### src/rtl/spike_pkg.sv
// spike_pkg: shared spike event types for the broadcast bus and synapse side
package spike_pkg;
    localparam int ADDR_WIDTH = 8;
    typedef struct packed {
        logic [ADDR_WIDTH-1:0] address;
        logic                  on_off;
    } spike_event_t;
endpackage

### src/rtl/spike_if.sv
// spike_if: broadcast spike bus (valid, address, on_off) matched on by synapses
interface spike_if #(parameter int ADDR_WIDTH = spike_pkg::ADDR_WIDTH);
    logic                  valid;
    logic [ADDR_WIDTH-1:0] address;
    logic                  on_off;
    modport master (output valid, address, on_off);
    modport slave (input valid, address, on_off);
endinterface

### src/rtl/spike_event_fifo.sv
// spike_event_fifo: power-of-two FIFO of spike events with explicit occupancy count
//   clk, reset (async active-low)
//   push/push_data: write one entry; caller guarantees room (or a same-cycle pop)
//   pop/pop_data:   pop_data is the head entry; pop advances past it
//   count:          registered occupancy 0..DEPTH
import spike_pkg::*;
module spike_event_fifo #(
    parameter int DEPTH = 8,
    localparam int PW = $clog2(DEPTH),
    localparam int CW = PW + 1
) (
    input  logic          clk,
    input  logic          reset,
    input  logic          push,
    input  spike_event_t  push_data,
    input  logic          pop,
    output spike_event_t  pop_data,
    output logic [CW-1:0] count
);
    logic [PW-1:0] wr_ptr, rd_ptr;
    spike_event_t  mem [DEPTH];
    always_ff @(posedge clk or negedge reset) begin
        if (!reset) begin
            wr_ptr <= '0;
            rd_ptr <= '0;
            count  <= '0;
        end else begin
            if (push) wr_ptr <= wr_ptr + PW'(1);
            if (pop) rd_ptr <= rd_ptr + PW'(1);
            count <= count + CW'(push) - CW'(pop);
        end
    end
    always_ff @(posedge clk) begin
        if (push) mem[wr_ptr] <= push_data;
    end
    assign pop_data = mem[rd_ptr];
endmodule

### src/rtl/spike_event_arbiter.sv
// spike_event_arbiter: round-robin merge of spike event channels onto the spike bus
//   clk, reset (async active-low)
//   in_valid/in_address/in_on_off/in_ready: per-channel valid/ready event sources
//   out_enable:  bus slot available this cycle
//   spike_out:   registered single-cycle event pulses to the synapses
//   fifo_level:  queued events; events_sent: wrapping count of emitted events
import spike_pkg::*;
module spike_event_arbiter #(
    parameter int NUM_CHANNELS = 4,
    parameter int FIFO_DEPTH   = 8,
    parameter int ADDR_WIDTH   = spike_pkg::ADDR_WIDTH,
    parameter int CNT_WIDTH    = 16,
    localparam int PW = (NUM_CHANNELS > 1) ? $clog2(NUM_CHANNELS) : 1,
    localparam int LW = $clog2(FIFO_DEPTH) + 1
) (
    input  logic                         clk,
    input  logic                         reset,
    input  logic [NUM_CHANNELS-1:0]      in_valid,
    input  logic [NUM_CHANNELS*ADDR_WIDTH-1:0] in_address,
    input  logic [NUM_CHANNELS-1:0]      in_on_off,
    output logic [NUM_CHANNELS-1:0]      in_ready,
    input  logic                         out_enable,
    spike_if.master                      spike_out,
    output logic [LW-1:0]                fifo_level,
    output logic [CNT_WIDTH-1:0]         events_sent
);
    logic [PW-1:0]           rr_ptr, grant_idx;
    logic [NUM_CHANNELS-1:0] grant;
    logic                    found, push, pop, eligible;
    spike_event_t            entry, head;
    // First requester at or after rr_ptr, wrapping; depends only on in_valid.
    always_comb begin
        grant     = '0;
        grant_idx = '0;
        found     = 1'b0;
        for (int j = 0; j < NUM_CHANNELS; j++) begin
            if (!found && in_valid[(int'(rr_ptr) + j) % NUM_CHANNELS]) begin
                grant[(int'(rr_ptr) + j) % NUM_CHANNELS] = 1'b1;
                grant_idx = PW'((int'(rr_ptr) + j) % NUM_CHANNELS);
                found     = 1'b1;
            end
        end
    end
    assign pop      = out_enable && (fifo_level != '0);
    // A pop in the same cycle frees the slot, so a full FIFO can still accept.
    assign eligible = (fifo_level < LW'(FIFO_DEPTH)) || pop;
    assign in_ready = (reset && eligible) ? grant : '0;
    assign push     = |in_ready;
    assign entry.address = in_address[int'(grant_idx)*ADDR_WIDTH +: ADDR_WIDTH];
    assign entry.on_off  = in_on_off[grant_idx];
    spike_event_fifo #(.DEPTH(FIFO_DEPTH)) u_fifo (
        .clk       (clk),
        .reset     (reset),
        .push      (push),
        .push_data (entry),
        .pop       (pop),
        .pop_data  (head),
        .count     (fifo_level)
    );
    always_ff @(posedge clk or negedge reset) begin
        if (!reset) begin
            rr_ptr            <= '0;
            spike_out.valid   <= 1'b0;
            spike_out.address <= '0;
            spike_out.on_off  <= 1'b0;
            events_sent       <= '0;
        end else begin
            if (push) rr_ptr <= (grant_idx == PW'(NUM_CHANNELS - 1)) ? '0 : grant_idx + PW'(1);
            spike_out.valid <= pop;
            if (pop) begin
                spike_out.address <= head.address;
                spike_out.on_off  <= head.on_off;
                events_sent       <= events_sent + CNT_WIDTH'(1);
            end
        end
    end
endmodule

### src/flat_wrapper.sv
// flat-port wrapper written by rule: the top's interface ports become plain ports
module spike_event_arbiter_flat 
#(
    parameter int NUM_CHANNELS = 4,
    parameter int FIFO_DEPTH   = 8,
    parameter int ADDR_WIDTH   = spike_pkg::ADDR_WIDTH,
    parameter int CNT_WIDTH    = 16,
    localparam int PW = (NUM_CHANNELS > 1) ? $clog2(NUM_CHANNELS) : 1,
    localparam int LW = $clog2(FIFO_DEPTH) + 1
)
  (clk, reset, in_valid, in_address, in_on_off, in_ready, out_enable, fifo_level, events_sent, spike_out_valid, spike_out_address, spike_out_on_off);
  spike_if #(.ADDR_WIDTH(ADDR_WIDTH)) spike_out_i ();
  input  logic clk;
  input  logic reset;
  input  logic [NUM_CHANNELS-1:0] in_valid;
  input  logic [NUM_CHANNELS*ADDR_WIDTH-1:0] in_address;
  input  logic [NUM_CHANNELS-1:0] in_on_off;
  output logic [NUM_CHANNELS-1:0] in_ready;
  input  logic out_enable;
  output logic [LW-1:0] fifo_level;
  output logic [CNT_WIDTH-1:0] events_sent;
  output wire logic [$bits(spike_out_i.valid)-1:0] spike_out_valid;
  output wire logic [$bits(spike_out_i.address)-1:0] spike_out_address;
  output wire logic [$bits(spike_out_i.on_off)-1:0] spike_out_on_off;
  assign spike_out_valid = spike_out_i.valid;
  assign spike_out_address = spike_out_i.address;
  assign spike_out_on_off = spike_out_i.on_off;
  spike_event_arbiter #(.NUM_CHANNELS(NUM_CHANNELS), .FIFO_DEPTH(FIFO_DEPTH), .ADDR_WIDTH(ADDR_WIDTH), .CNT_WIDTH(CNT_WIDTH)) u_core (.clk(clk), .reset(reset), .in_valid(in_valid), .in_address(in_address), .in_on_off(in_on_off), .in_ready(in_ready), .out_enable(out_enable), .spike_out(spike_out_i), .fifo_level(fifo_level), .events_sent(events_sent));
endmodule
### config.mk
export PLATFORM = sky130hd
export DESIGN_NAME = spike_event_arbiter_flat
export DESIGN_NICKNAME = d
export VERILOG_FILES = /design/src/rtl/spike_pkg.sv /design/src/rtl/spike_if.sv /design/src/rtl/spike_event_fifo.sv /design/src/rtl/spike_event_arbiter.sv /design/src/flat_wrapper.sv
export SDC_FILE = /design/constraint.sdc
export NUM_CORES = 1
export LEC_CHECK = 0
export CAP_MARGIN = 20
export CORE_ASPECT_RATIO = 0.8
export CORE_MARGIN = 2
export CORE_UTILIZATION = 49
export CTS_BUF_LIST = sky130_fd_sc_hd__clkbuf_16
export CTS_CLUSTER_DIAMETER = 40
export CTS_CLUSTER_SIZE = 28
export DETAILED_ROUTE_END_ITERATION = 16
export GPL_TIMING_DRIVEN = 0
export MAX_ROUTING_LAYER = met4
export PLACE_DENSITY = 0.72
export SLEW_MARGIN = 40
export SYNTH_ARGS = -nofsm -noshare
export SYNTH_HDL_FRONTEND = slang
export SYNTH_SLANG_ARGS = --single-unit
### constraint.sdc
create_clock -name clk -period 3.8 [get_ports clk]
set_clock_uncertainty 0.05 [all_clocks]
set_input_delay 0.76 -clock clk [delete_from_list [all_inputs] [get_ports clk]]
set_output_delay 0.76 -clock clk [all_outputs]
set_load 0.01 [all_outputs]
# Word level (Yosys, flattened, before mapping)
# Memories as Yosys holds them, arrays and structs flattened. A register that Yosys moved wholly into a read port is not among the register bits.
# Cells that the tools add are included.
# classes
reduce_logical	19
n_bitwise	6
mux	36
addsub	9
eq_ne	1
n_lt_le_gt_ge	10
shift	1
# ops
op	n
indexed part select 32 x 6 -> 8 bit	1
two-way mux 4 bit	5
two-way mux 1 bit	17
adder 16 x 1 -> 16 bit, second input constant	1
< comparator 3 x 4 -> 1 bit, second input constant	3
OR 4 bit	3
binary-select mux 1 bit (select 2 bit)	5
two-way mux 2 bit	5
greater-or-equal comparator 3 x 1 -> 1 bit, second input constant	3
logical AND 1 bit	9
demux 1 bit (select 2 bit)	4
adder 3 x 1 -> 3 bit, second input constant	2
< comparator 2 x 3 -> 1 bit, second input constant	2
OR reduction 2 bit	3
adder 2 x 1 -> 2 bit, second input constant	2
adder 2 bit, second input constant	2
adder 4 x 1 -> 4 bit	1
logical NOT 1 bit	4
< comparator 4 bit, second input constant	1
nonzero test 4 bit	1
OR reduction 4 bit	1
subtractor 4 x 1 -> 4 bit	1
bitwise AND 1 bit, first input constant	3
== test 2 bit, second input constant	1
other kinds (2)	2
# word_totals
register_bits	29
ramBits	72
inputBits	43
out_inout_bits	34
mem_count	1
# memory_table
name	depth	width	read_ports	rd_ports_with_merged_regs	write_ports	line	source
u_core.u_fifo.mem	8	9	1	1	1	spike_event_fifo.sv:21	spike_event_t mem [DEPTH];

# Depth between registers and ports, before layout
# depth
word_depth	18
ltp_mapped	17
ltp_nobuf	14

# By module
# From an unflattened synthesis, not the netlist that was laid out.
# unflattened
cells_unflattened	340
area_unflattened_um2	5175.0
# modules_own_cells
mod	instances	area_each_um2	cells_each
spike_event_fifo	1	3315.7	154
spike_event_arbiter	1	1859.3	186

# Worst setup path after synthesis
# No wires, ideal clock.
# synth_path
kind	flip-flop to flip-flop
from	register (tool-made name)
to	register u_core.u_fifo.count[2]
arrival_ns	3.674
path_stages_with_launch	18
synth_period_minus_slack_ns	3.847
path_slack_ns	-0.047
cell_sequence	dfrtp_1 -> buf_6 -> inv_1 -> ha_1 -> buf_2 -> mux2_2 -> nand4bb_1 -> a21oi_1 -> a221o_1 -> or4_1 -> buf_2 -> inv_2 -> ha_1 -> inv_1 -> ha_1 -> inv_1 -> fa_1 -> xnor2_1
# synth_rtl
item	line	source
to (signal assigned)	spike_event_fifo.sv:30	count <= count + CW'(push) - CW'(pop);
to (decl)	spike_event_fifo.sv:18	output logic [CW-1:0] count

# Worst setup path after layout
# layout_path
from	register u_core.rr_ptr[1]
to	register u_core.u_fifo.count[1]
# layout_between
elab_chain_len	17
# layout_lines
item	line	source
from (decl)	spike_event_arbiter.sv:27	logic [PW-1:0] rr_ptr, grant_idx;
from (signal assigned)	spike_event_arbiter.sv:68	if (push) rr_ptr <= (grant_idx == PW'(NUM_CHANNELS - 1)) ? '0 : grant_idx + PW'(1);
adder 2 x 1 -> 2 bit	spike_event_arbiter.sv:37, spike_event_arbiter.sv:38	
OR reduction 2 bit (no line)	--	
bitwise AND 1 bit (no line)	--	
< comparator 3 x 4 -> 1 bit (not written as such) or greater-or-equal comparator 3 x 1 -> 1 bit (tied branches)	spike_event_arbiter.sv:38	grant[(int'(rr_ptr) + j) % NUM_CHANNELS] = 1'b1;
logical AND 1 bit (not written as such)	spike_event_arbiter.sv:38	
two-way mux 1 bit (not written as such)	spike_event_arbiter.sv:38	
demux 1 bit (select 2 bit)	--	
OR 4 bit (no line)	--	
two-way mux 4 bit	spike_event_arbiter.sv:37	if (!found && in_valid[(int'(rr_ptr) + j) % NUM_CHANNELS]) begin
OR 4 bit (no line)	--	
two-way mux 4 bit	spike_event_arbiter.sv:37	
OR 4 bit (no line)	--	
two-way mux 4 bit (*)	spike_event_arbiter.sv:37	
two-way mux 4 bit (*)	spike_event_arbiter.sv:47	assign in_ready = (reset && eligible) ? grant : '0;
OR reduction 4 bit (*)	spike_event_arbiter.sv:48	assign push = |in_ready;
adder 4 x 1 -> 4 bit (*)	spike_event_fifo.sv:30	
subtractor 4 x 1 -> 4 bit (*)	spike_event_fifo.sv:30	
# Mark *: on every way between the ends. The rest lies on a longest branch, timed or not. The select of a mux whose other input is x is not followed.
# A chain may end at the register's enable or synchronous reset.

==> summary.md <==
| Metric | Value |
|---|---|
| Placed cells | 578 |
| Post-synth EDFFs | 72 |
| Slew @ Worst Pin | 0.831 ns |
| Worst Hold Class | in2async |
| Routed via count | 3295 |
| # setup viols final | 0 |
| Share of layout cells above drive strength 1 | 18.8% |
| First-pass GRT wire length | 16000 um |
| Fraction of registers with async set/reset | 34.5% |
| CP endpoint kind | flop |
| ANT cells | 0 |
| Crit path max fanout | 8 |
| Share of the synthesized area in the top cell type | 41.6% |
| Worst path max stage delay | 0.56 ns |
| Final hold violations | 0 |
| Chip width | 119 um |
| Count of H-tree levels built during CTS | 3 |
| Post-Syn Area | 0.00520 mm2 |
| CTS tree | done |
| MaxCap Viol Count | 0 |
| Total Routing Usage GR | 19.1% |
| Worst EP required | 4.00 ns |
| Count of input and output buffers | 73 |
| Placed cell area | 0.00618 mm2 |
| Die ar. | 0.0115 mm2 |
| Most common cell after layout, fill and taps aside | edfxtp_1 |
| Final wirelength | 9940 um |
| Cell repeated most along the worst path | inv_1 |
| Dpl hpwl | 7020 um |
| ANT nets after route | 0 |
| Slowest CP cell | or4_4 |
| Buf/Inv on CP | 7 |
| Setup Crit Path Kind | reg2reg |
| Final GP Congestion | 0.863 |
| Drt wl/cell | 16.4 um |
| Worst vdd ir | 0.000453 V |
| FP Rows | 33 |
| Critical-path cell list | buf_6 > inv_4 > ha_1 > buf_4 > mux2_4 > nand4bb_4 > a21oi_4 > a221o_1 > or4_4 > inv_2 > ha_2 > inv_1 > ha_1 > inv_1 > fa_1 > inv_1 |
| Ys Warns | 0 |
| CTS root buf | clkbuf_16 |
| CP top delay family | adder cells |
| Vias in the first global route | 3193 |
| WHS | 0.301 ns |
| Max Fclk | 0.273 GHz |
| CTS max path bufs | 2 |
| Netlist cell types | 43 |
| Final period util | 96.3% |
| Commonest non-fill, non-tap cells in the layout | 72 x edfxtp_1, 67 x clkdlybuf4s50_1, 37 x dfrtp_1 |
| Clock Pin Slew Worst Setup and Hold Paths | 0.08 ns |
| Vias per inst | 5.43 |
| Prevailing post-synth register cell | edfxtp_1 |
| Syn Nets | 423 |
| Area of the multi-input gates | 0.00207 mm2 |
| Crit path launch | u_core.rr_ptr[1] |
| Worst r2r src | u_core.rr_ptr[1] |
| Flop and latch count out of synthesis | 110 |
| Initial Utilization | 50.6% |
| Max Slew Vio Count | 0 |
| # fillers | 782 |
| Status | finished clean |
| Fin cells | 607 |
| Worst slew margin | 44.3% |
| Syn Area/Cell | 14.3 um2 |
| Post-route DRC | 0 |
| LEAKAGE | 0.00260 uW |
| Net count, final | 521 |
| RSZ-0062 raised after global routing | no |
| Worst-Skew Late Latency | 0.36 ns |
| Synth area leader | edfxtp_1 |
| Synth-to-Final Area Change | 28.3% |
| Drt first-iter violations | 166 |
| Finished Cell Area | 0.00667 mm2 |
| Hold buffers post-CTS | 0 |
| Seq/Total Area, Yosys | 59.8% |
| Critical Path AT | 3.86 ns |
| Fin crit period | 3.66 ns |
| Die height | 96.2 um |
| Num Clock Sinks | 110 |
| Initial antenna violation count | 0 |
| Synth top area cells | edfxtp_1 42%, dfrtp_1 18%, mux4_2 8.2% |
| Cells after Synth | 364 |
| Register area | 0.00311 mm2 |
| Grt ovf | 0 |
| Pin count of the biggest net entering global routing | 22 |
| Crit start category | flop |
| Io pins | 77 |
| Core area | 0.0103 mm2 |
| Total CTS buffers | 9 |
| Drt pass-1 iters | 4 |
| PwrDens | 846 mW/mm2 |
[sequential cells by signal, indices dropped and copies added, names as in the netlist, named ones only]
signal / count
u_core.u_fifo.mem: 72
u_core.events_sent: 16
u_core.spike_out.address: 8
u_core.u_fifo.count: 4
u_core.u_fifo.rd_ptr: 3
u_core.u_fifo.wr_ptr: 3
u_core.rr_ptr: 1
u_core.spike_out.on_off: 1
u_core.spike_out.valid: 1
[layer usage]
metal	vias to the layer above	GRT usage, %	share of wire [%]
met5	-	-	0
met4	0	5.95	1.1
met3	13	3.61	5.8
met2	112	31.3	48
met1	1597	24.5	46
li1	1573	-	-
[cells in the mapped netlist (2+ instances only)]
library cell,n
a221o_1,4
nor3_1,3
nor2_1,8
mux4_2,19
nand2b_1,2
a31oi_1,5
or4_1,2
inv_1,12
o21ai_1,10
buf_2,8
clkbuf_1,9
and3_1,4
xnor2_1,19
nand4_1,11
mux2i_1,39
nand4bb_1,2
nand3_1,9
ha_1,15
edfxtp_1,72
dfrtp_1,38
inv_2,2
o211ai_1,4
mux2_2,2
and3b_1,2
xor2_1,4
a21oi_1,4
nor3b_1,6
nand2_1,34
[power by group]
part	switching (uW)	internal (uW)
registers	162	1860
clock network	457	468
logic	1430	1270
total	2050	3600
[worst reg2reg max path: stages (launching register included)]
cell and delay, ns:
dfrtp_1 0.38, buf_6 0.14, inv_4 0.05, ha_1 0.28, buf_4 0.17, mux2_4 0.25
nand4bb_4 0.17, a21oi_4 0.08, a221o_1 0.34, or4_4 0.56, inv_2 0.07, ha_2 0.26
inv_1 0.05, ha_1 0.15, inv_1 0.06, fa_1 0.47, inv_1 0.04
[final cells by class]
type                    instances  share of cell area, %
plain buffers                  18                   1.41
multi-input cells             221                   31.0
well taps                     140                   2.62
inverters                      14                  0.881
repair buffers                 88                   13.0
clock buffers                   9                   3.37
flip-flops and latches        110                   46.7
clock inverters                 7                   1.11
[what timing repair did]
action,CTS,global route
resized for setup,7,16
setup endpoints to repair,151,115
endpoints found under the hold margin,0,0
pin swaps,1,7
setup buffers,7,7
[metrics by stage]
step	utilization [%]	total power, uW	setup slack, ns	TNS (ns)
floorplan	-	3730	0.00680	0
global placement	59.6	4380	-1.93	-141.29
detailed placement	60.1	4530	-0.548	-30.25
CTS	63.7	5520	0.00132	0
global route	64.9	6020	0.00226	0
finish	64.9	5650	0.140	0
[kinds of logic after synthesis]
| logic type | share of synthesized area, % |
|---|---|
| AOI/OAI and AO/OA | 4.38 |
| xor gates and xnor gates | 3.87 |
| muxes | 16.5 |
| buffers and inverters | 2.72 |
| DFF | 59.8 |
| and+or+nand+nor | 8.75 |
| adders and majority gates | 3.99 |
[worst paths after layout]
| check | to | slack (ns) | cells past startpoint |
|---|---|---|---|
| max in group asynchronous | async pin | 2.92 | 2 |
| max reg2reg | u_core.u_fifo.count[1] | 0.14 | 16 |
| min | u_core.events_sent[13] | 0.30 | 1 |
| min in group clk | u_core.events_sent[15] | 0.43 | 1 |
| max | u_core.u_fifo.count[1] | 0.14 | 16 |
| min reg2reg | u_core.events_sent[15] | 0.43 | 1 |
(Power assumes the default switching activity.)
